**config.mk**
```make
export PLATFORM = sky130hd
export DESIGN_NAME = alu_pipe
export DESIGN_NICKNAME = d
export VERILOG_FILES = /design/src/rtl/alu_pkg.sv /design/src/rtl/alu_pipe_comb.sv /design/src/rtl/alu_pipe.sv
export SDC_FILE = /design/constraint.sdc
export NUM_CORES = 1
export LEC_CHECK = 0
export ABC_CLOCK_PERIOD_IN_PS = 2100
export BUFFER_PORTS_ARGS = -buffer_cell sky130_fd_sc_hd__buf_2
export CAP_MARGIN = 5
export CORE_UTILIZATION = 50
export CTS_BUF_LIST = sky130_fd_sc_hd__clkbuf_8 sky130_fd_sc_hd__clkbuf_16
export CTS_CLUSTER_DIAMETER = 40
export CTS_CLUSTER_SIZE = 14
export DETAILED_ROUTE_END_ITERATION = 6
export PLACE_DENSITY = 0.76
export SYNTH_ARGS = -nofsm -noshare
export SYNTH_HDL_FRONTEND = slang
export SYNTH_HIERARCHICAL = 1
export SYNTH_SLANG_ARGS = --single-unit
```
**constraint.sdc**
```tcl
create_clock -name clk -period 2.1 [get_ports clk]
set_clock_uncertainty 0.2 [all_clocks]
set_input_delay 0.105 -clock clk [delete_from_list [all_inputs] [get_ports clk]]
set_output_delay 0.105 -clock clk [all_outputs]
set_load 0.02 [all_outputs]
```
**src/rtl/alu_pkg.sv**
```systemverilog
// Shared definitions for alu_pipe: opcode encoding, FSM states and flag-bit positions.
package alu_pkg;

  // Opcode encoding; 12-15 are reserved and behave as undefined ops.
  localparam logic [3:0] OpAdd  = 4'd0;
  localparam logic [3:0] OpSub  = 4'd1;
  localparam logic [3:0] OpCmp  = 4'd2;
  localparam logic [3:0] OpCmpr = 4'd3;
  localparam logic [3:0] OpAnd  = 4'd4;
  localparam logic [3:0] OpOr   = 4'd5;
  localparam logic [3:0] OpXor  = 4'd6;
  localparam logic [3:0] OpNot  = 4'd7;
  localparam logic [3:0] OpLsh  = 4'd8;
  localparam logic [3:0] OpRsh  = 4'd9;
  localparam logic [3:0] OpArsh = 4'd10;
  localparam logic [3:0] OpMul  = 4'd11;

  typedef enum logic [0:0] {
    StIdle,
    StMulBusy
  } state_e;

  // Bit positions inside the packed 4-bit flag vector.
  localparam int unsigned FlagIdx = 0;
  localparam int unsigned LowIdx  = 1;
  localparam int unsigned NegIdx  = 2;
  localparam int unsigned ZeroIdx = 3;

endpackage

```
**src/rtl/alu_pipe_comb.sv**
```systemverilog
// Combinational result/flag evaluator for every single-cycle alu_pipe op.
// MUL and reserved opcodes yield c=0 with all flags clear.
module alu_pipe_comb
  import alu_pkg::*;
#(
  parameter int unsigned WIDTH = 16
) (
  input  logic [WIDTH-1:0] a,
  input  logic [WIDTH-1:0] b,
  input  logic [3:0]       opcode,
  output logic [WIDTH-1:0] c,
  output logic [3:0]       flags
);

  localparam int unsigned SHW = $clog2(WIDTH);

  logic [WIDTH:0]   sum;
  logic [WIDTH:0]   diff;
  logic [WIDTH-1:0] neg_b;
  logic [SHW-1:0]   sh;
  logic             sh_big;

  assign sum    = {1'b0, a} + {1'b0, b};
  assign diff   = {1'b0, a} - {1'b0, b};
  assign neg_b  = -b;
  assign sh     = a[SHW-1:0];
  // WIDTH is a power of two, so any set bit above the count field means a >= WIDTH.
  assign sh_big = |a[WIDTH-1:SHW];

  // Decode the opcode into a result and its flags; unlisted flags stay 0.
  always_comb begin
    c     = '0;
    flags = '0;
    case (opcode)
      OpAdd: begin
        c                = sum[WIDTH-1:0];
        flags[FlagIdx]   = (a[WIDTH-1] == b[WIDTH-1]) && (c[WIDTH-1] != a[WIDTH-1]);
        flags[LowIdx]    = sum[WIDTH];
        flags[NegIdx]    = c[WIDTH-1];
        flags[ZeroIdx]   = (c == '0);
      end
      OpSub: begin
        c                = diff[WIDTH-1:0];
        // Overflow judged as the addition a + (-b).
        flags[FlagIdx]   = (a[WIDTH-1] == neg_b[WIDTH-1]) && (c[WIDTH-1] != a[WIDTH-1]);
        flags[LowIdx]    = diff[WIDTH];
        flags[NegIdx]    = c[WIDTH-1];
        flags[ZeroIdx]   = (a == b);
      end
      OpCmp: begin
        flags[LowIdx]    = a < b;
        flags[NegIdx]    = $signed(a) < $signed(b);
        flags[ZeroIdx]   = (a == b);
      end
      OpCmpr: begin
        flags[LowIdx]    = b < a;
        flags[NegIdx]    = $signed(b) < $signed(a);
        flags[ZeroIdx]   = (a == b);
      end
      OpAnd, OpOr, OpXor, OpNot: begin
        unique case (opcode)
          OpAnd:   c = a & b;
          OpOr:    c = a | b;
          OpXor:   c = a ^ b;
          default: c = ~a;
        endcase
        flags[NegIdx]    = c[WIDTH-1];
        flags[ZeroIdx]   = (c == '0);
      end
      OpLsh: begin
        c                = sh_big ? '0 : (b << sh);
        flags[ZeroIdx]   = (c == '0);
      end
      OpRsh: begin
        c                = sh_big ? '0 : (b >> sh);
        flags[ZeroIdx]   = (c == '0);
      end
      OpArsh: begin
        c                = sh_big ? {WIDTH{b[WIDTH-1]}} : WIDTH'($signed(b) >>> sh);
        flags[ZeroIdx]   = (c == '0);
      end
      default: begin
        c     = '0;
        flags = '0;
      end
    endcase
  end

endmodule

```
**src/rtl/alu_pipe.sv**
```systemverilog
// Registered ALU with valid/ready handshakes on both sides.
// Optional multi-cycle shift-add MUL is compiled in when ALU_PIPE_MUL_EN is defined;
// otherwise MUL behaves as an undefined opcode (c=0, flags 0, one cycle).
module alu_pipe
  import alu_pkg::*;
#(
  parameter int unsigned WIDTH = 16
) (
  input  logic             clk,
  input  logic             rst_n,
  input  logic             in_valid,
  output logic             in_ready,
  input  logic [WIDTH-1:0] a,
  input  logic [WIDTH-1:0] b,
  input  logic [3:0]       opcode,
  output logic             out_valid,
  input  logic             out_ready,
  output logic [WIDTH-1:0] c,
  output logic             flag,
  output logic             low,
  output logic             negative,
  output logic             zero
);

  localparam int unsigned SHW = $clog2(WIDTH);

  logic [WIDTH-1:0] alu_c;
  logic [3:0]       alu_flags;
  logic [WIDTH-1:0] c_q;
  logic [3:0]       flags_q;
  logic             out_valid_q;
  logic             accept;

  alu_pipe_comb #(
    .WIDTH (WIDTH)
  ) u_comb (
    .a      (a),
    .b      (b),
    .opcode (opcode),
    .c      (alu_c),
    .flags  (alu_flags)
  );

`ifdef ALU_PIPE_MUL_EN
  localparam logic [SHW-1:0] LastStep = SHW'(WIDTH - 1);

  state_e             state_q;
  logic [SHW-1:0]     count_q;
  logic [2*WIDTH-1:0] mcand_q;
  logic [2*WIDTH-1:0] acc_q;
  logic [WIDTH-1:0]   mplier_q;
  logic [2*WIDTH-1:0] acc_step;
  logic [3:0]         mul_flags;

  assign in_ready = (state_q == StIdle) && (!out_valid_q || out_ready);
  assign acc_step = acc_q + (mplier_q[0] ? mcand_q : '0);

  // Flags for the product as it stands after the current shift-add step.
  always_comb begin
    mul_flags          = '0;
    mul_flags[FlagIdx] = |acc_step[2*WIDTH-1:WIDTH];
    mul_flags[NegIdx]  = acc_step[WIDTH-1];
    mul_flags[ZeroIdx] = (acc_step[WIDTH-1:0] == '0);
  end
`else
  assign in_ready = !out_valid_q || out_ready;
`endif

  assign accept = in_valid && in_ready;

  // Control FSM, multiplier datapath and output register.
  always_ff @(posedge clk or negedge rst_n) begin
    if (!rst_n) begin
      c_q         <= '0;
      flags_q     <= '0;
      out_valid_q <= 1'b0;
`ifdef ALU_PIPE_MUL_EN
      state_q     <= StIdle;
      count_q     <= '0;
      mcand_q     <= '0;
      acc_q       <= '0;
      mplier_q    <= '0;
`endif
    end else begin
      if (out_valid_q && out_ready) begin
        out_valid_q <= 1'b0;
      end
`ifdef ALU_PIPE_MUL_EN
      unique case (state_q)
        StIdle: begin
          if (accept) begin
            if (opcode == OpMul) begin
              state_q  <= StMulBusy;
              count_q  <= '0;
              acc_q    <= '0;
              mcand_q  <= {{WIDTH{1'b0}}, a};
              mplier_q <= b;
            end else begin
              c_q         <= alu_c;
              flags_q     <= alu_flags;
              out_valid_q <= 1'b1;
            end
          end
        end
        StMulBusy: begin
          acc_q    <= acc_step;
          mcand_q  <= mcand_q << 1;
          mplier_q <= mplier_q >> 1;
          count_q  <= count_q + SHW'(1);
          if (count_q == LastStep) begin
            c_q         <= acc_step[WIDTH-1:0];
            flags_q     <= mul_flags;
            out_valid_q <= 1'b1;
            state_q     <= StIdle;
          end
        end
        default: state_q <= StIdle;
      endcase
`else
      if (accept) begin
        c_q         <= alu_c;
        flags_q     <= alu_flags;
        out_valid_q <= 1'b1;
      end
`endif
    end
  end

  assign out_valid = out_valid_q;
  assign c         = c_q;
  assign flag      = flags_q[FlagIdx];
  assign low       = flags_q[LowIdx];
  assign negative  = flags_q[NegIdx];
  assign zero      = flags_q[ZeroIdx];

endmodule

```
==> results of run 1 <==
[per-stage QoR]
| stage | instance area [µm²] | hold slack, ns | cells | worst slack, ns | setup TNS (ns) |
|---|---|---|---|---|---|
| after floorplan | 6870 | -0.391 | 866 | -0.885 | -8.53 |
| after global placement | 9670 | -0.142 | 1388 | -0.999 | -15.06 |
| after CTS | 10700 | 0.104 | 1416 | -0.629 | -7.52 |
| after detailed placement | 9670 | -0.135 | 1388 | -1.11 | -16.25 |
[cell families after synthesis]
group,after synthesis,share of synthesized area (%)
flip-flops,21,8.01
adder cells (fa/ha/maj),71,13.8
AND/OR/NAND/NOR,270,20.8
buffers and inverters,117,7.78
multiplexers,84,17.4
AO/OA/AOI/OAI,284,29.7
XOR/XNOR,19,2.54
[Yosys cell counts (all sizes together) (6+ instances only)]
| master | n |
|---|---|
| mux2i | 27 |
| nand2 | 57 |
| o221ai | 9 |
| nand2b | 15 |
| clkbuf | 37 |
| mux2 | 43 |
| o22a | 7 |
| nor2b | 18 |
| xnor2 | 17 |
| dfrtp | 21 |
| nand4 | 10 |
| o21ai | 54 |
| o22ai | 7 |
| a21oi | 81 |
| nor2 | 99 |
| a211oi | 17 |
| a22oi | 10 |
| nor4 | 15 |
| o31ai | 9 |
| nand3 | 11 |
| o211ai | 12 |
| a221oi | 8 |
| buf | 25 |
| mux4 | 14 |
| a21o | 6 |
| inv | 53 |
| ha | 69 |
| nor3 | 16 |
[timing repair]
| item | in CTS |
|---|---|
| endpoints found under the hold margin | 22 |
| gates cloned | 1 |
| setup endpoints to repair | 20 |
| pin swaps | 68 |
| buffers inserted | 25 |
| gates resized for setup | 177 |
| hold buffers | 2 |
[metal layers]
layer  GRT usage [%]  overflow
met1            64.5         0
met2            86.3         1
met3            43.0         0
met4            61.8         3
met5            4.44         0
==> metrics.txt, run 1 <==
status=aborted with a tool error; Stop stage=5_1_grt; first error=[ERROR GRT-0232] Routing congestion too high. Check the congestion heatmap in the GUI.; Die Wd=approximately 120 µm; io pins=62; Final HPWL DP=approximately 25 mm; H-tree depth=1; clk buf depth=2; Final Wtd Congestion=around 1.1; gr usage total=around 64%; Post-synth EDFFs=0; Initial Util=between 50% and 60%; top post-synthesis cells by area=ha_1 13%, dfrtp_1 8.0%, a21oi_1 6.1%; area fraction of the dominant cell type after synthesis=13.2%; gr ovfl total=4; CTS sink cnt=21; PortBufs=between 60 and 70; Unique masters post-synth=87; largest net degree at the start of global routing=24; Post-Syn Nets=just under 1000; post-synthesis sequential area ratio=about 8%; # rows=41; worst-path endpoint category=sequential cell input; root buffer cell=clkbuf_16; Netlist Area Pre-Place=~0.0066 mm²; synth warn=6; asr flop ratio synth=100%; post-synthesis cell count=roughly 870; Yosys top cell by area=ha_1; die height=around 120 µm; CTS Buf Count=3; syn_area_per_cell=7.58 µm²; worst endpoint after global-route timing repair=flags_q[3]$_DFFE_PN0P_/D; Synth Register Bits=21; ys flop type=dfrtp_1
==> run 2, diff against run 1 <==
--- a/config.mk
+++ b/config.mk
@@ -8,12 +8,9 @@
 export ABC_CLOCK_PERIOD_IN_PS = 2100
 export BUFFER_PORTS_ARGS = -buffer_cell sky130_fd_sc_hd__buf_2
 export CAP_MARGIN = 5
-export CORE_UTILIZATION = 50
-export CTS_BUF_LIST = sky130_fd_sc_hd__clkbuf_8 sky130_fd_sc_hd__clkbuf_16
-export CTS_CLUSTER_DIAMETER = 40
-export CTS_CLUSTER_SIZE = 14
+export CORE_UTILIZATION = 35
 export DETAILED_ROUTE_END_ITERATION = 6
-export PLACE_DENSITY = 0.76
+export PLACE_DENSITY_LB_ADDON = 0.15
 export SYNTH_ARGS = -nofsm -noshare
 export SYNTH_HDL_FRONTEND = slang
 export SYNTH_HIERARCHICAL = 1
==> run 2 against run 1 <==
The flow now finishes, with violations (DRC, setup timing). Synthesized area is the same. Synthesized cell count is the same.
==> metrics.txt, run 2 <==
worst path arrival time=around 2.9 ns; hold crit path type=in -> reg; CTS tree=yes; critical path peak fanout=4; clock latency on the worst-skew pair=0.24 ns; clk slew on worst S/H paths=around 0.05 ns; # rows=49 (was 41); Nets=between 1000 and 1500; Post-Syn Nets=977 (unchanged); clk buf depth=2 (unchanged); post-synthesis sequential area ratio=8.01% (unchanged); Die Wd=139 µm (was 117 µm); Lkg Pwr=between 0.005 and 0.006 µW; Post-Route WL=32.0 mm; CTS sink cnt=21 (unchanged); Final Setup Violations=20; DRT iter0 DRCs=between 900 and 1000; Max Slew Vio Count=0; failing checks=DRC, setup timing; DR pass1 iterations=7; f_max=about 350 MHz; io pins=62 (unchanged); grt met2 use=between 50% and 60%; synth warn=6 (unchanged); Internal=2150 µW; met3 Resource Use GR=3.73%; global-route wire length before repair=47.5 mm; diodes inserted=0; dpl cells=1447 (was 1388); vias in the first global route=8255; gr ovfl total=0; setup_tns=-8.78 ns; vias per cell=just under 6; worst vdd ir=approximately 220 µV; core area=around 0.018 mm²; Combinational Power Share=76.5%; NetSw=1630 µW; clock share of power=roughly a tenth; worst setup margin=-0.772 ns; RSZ-0062 raised after global routing=true; Layout area overhead=68.4%; Finished Cell Area=roughly 0.011 mm²; status=finished with violations (was aborted with a tool error); Synth Register Bits=21 (unchanged); Non-Filler Instances=roughly 1500; Final Wtd Congestion=1.01 (was 1.07); switching share of power=43.1%; Initial Util=36.2% (was 51.6%); Crit path required time=2.09 ns; top post-synthesis cells by area=ha_1 13%, dfrtp_1 8.0%, a21oi_1 6.1% (unchanged); Unique masters post-synth=87 (unchanged); die height=139 µm (was 117 µm); most common cell in the netlist=nor2_1 (unchanged); max reg flops=16; total chip power=about 3800 µW; Pwr per Cell Area=approximately 340 mW/mm²; commonest non-fill, non-tap cell in the layout=buf_4; syn_area_per_cell=7.58 µm² (unchanged); Synth top cells by count=99 x nor2_1, 80 x a21oi_1, 69 x ha_1 (unchanged); initial antenna violation count=0; post-synthesis cell count=866 (unchanged); antenna-violating nets left=0; via count=about 8700; PortBufs=61 (unchanged); CTS Buf Count=3 (unchanged); post-route clock period utilization=137%; Worst Tran Pin Value=between 0.5 and 0.6 ns; asr flop ratio synth=100% (unchanged); H-tree depth=1 (unchanged); most frequent cells in the layout=348 x buf_4, 94 x nor2_1, 63 x a21oi_1; placed instance area=0.00975 mm² (was 0.00967 mm²); normalized max-slew margin=between 60% and 70%; ys flop type=dfrtp_1 (unchanged); die area=between 0.015 and 0.02 mm²; Post-synth EDFFs=0 (unchanged); fin crit period=2.87 ns; largest net degree at the start of global routing=24; post-route DRC violation count=10; area fraction of the dominant cell type after synthesis=13.2% (unchanged); Final HPWL DP=26.1 mm (was 24.6 mm); Yosys top cell by area=ha_1 (unchanged); M1 GR Usage=42.7%; Crit Path Class=in -> reg; Startpoint Class=primary input; Netlist Area Pre-Place=0.00656 mm² (unchanged); GRT Max-Usage Layer=met2; layout cells sized above 1=between 50% and 60%; crit end category=flop; Reg power frac=a little over an eighth; root buffer cell=clkbuf_16 (unchanged); mean routed wirelength per cell=around 22 µm; final hold vios=0; gr usage total=31.9%; max cap viols=0
-- run 2: power groups by stage --
stage               clock network [µW]  registers [µW]  logic [µW]
floorplan                            0             599        1220
global placement                     0             514        2470
detailed placement                   0             516        2480
CTS                                393             509        2700
global route                       405             517        3050
finish                             381             508        2890
-- run 2: area by class of cell --
type | instances | area (µm²)
clock buffer | 4 | 78.8
inverter | 55 | 251
tap | 229 | 287
sequential | 21 | 526
timing repair buffer | 448 | 3530
fill | 1652 | 7090
multi-input combinational | 728 | 6390
-- run 2: final timing paths --
kind | slack, ns | depth (start not counted) | end | from
worst max register to register | 0.69 | 3 | flags_q[3] | out_valid
max in group asynchronous | 1.26 | 2 | c[3] | rst_n
worst min-delay path | 0.07 | 3 | out_valid | out_ready
worst min register to register | 0.30 | 1 | c[2] | c[2]
worst max-delay path | -0.77 | 12 | flags_q[3] | b[0]
min in group asynchronous | 0.13 | 2 | c[8] | rst_n
-- run 2: through the flow --
stage	setup slack, ns	utilization [%]	hold WS, ns
6_report	-0.772	60.9	0.0728
4_1_cts	-0.760	58.1	0.0727
5_1_grt	-0.879	60.9	0.0887
3_3_place_gp	-1.07	53.7	-0.135
2_1_floorplan	-0.885	-	-0.391
3_5_place_dp	-1.16	53.7	-0.126
-- run 2: per-layer routing --
layer / vias up / part of all wire [%]
met5: - / 0
li1: 4020 / -
met1: 4156 / 43
met3: 88 / 7.1
met2: 415 / 45
met4: 0 / 4.8
-- run 2: timing repair --
action,CTS,global route
hold endpoints to repair,22,0
gates cloned,1,0
pin swaps,41,39
setup buffers,22,20
endpoints found under the setup margin,20,20
gates resized for setup,131,87
hold buffers,2,0
-- run 2: cells by family (layout without fill, tap and decap cells) --
family                   after synthesis  after routing  synth area share, %
AO/OA/AOI/OAI                        284            284                 29.7
XOR/XNOR                              19             19                 2.54
adder cells (fa/ha/maj)               71             71                 13.8
buffers and inverters                117            507                 7.78
flip-flops                            21             21                 8.01
multiplexers                          84             84                 17.4
AND/OR/NAND/NOR                      270            270                 20.8
-- run 2: worst max-delay path, cell delays in order --
cell and delay, ns:
buf_8 0.10, ha_4 0.16, fa_2 0.41, a21oi_4 0.18
o21bai_1 0.09, xnor2_1 0.23, o2111ai_1 0.19, nor4b_2 0.25
nand3b_1 0.13, or4b_4 0.53, o311ai_4 0.29, mux2_4 0.18
Note: power is estimated with default switching activity, not from simulation.
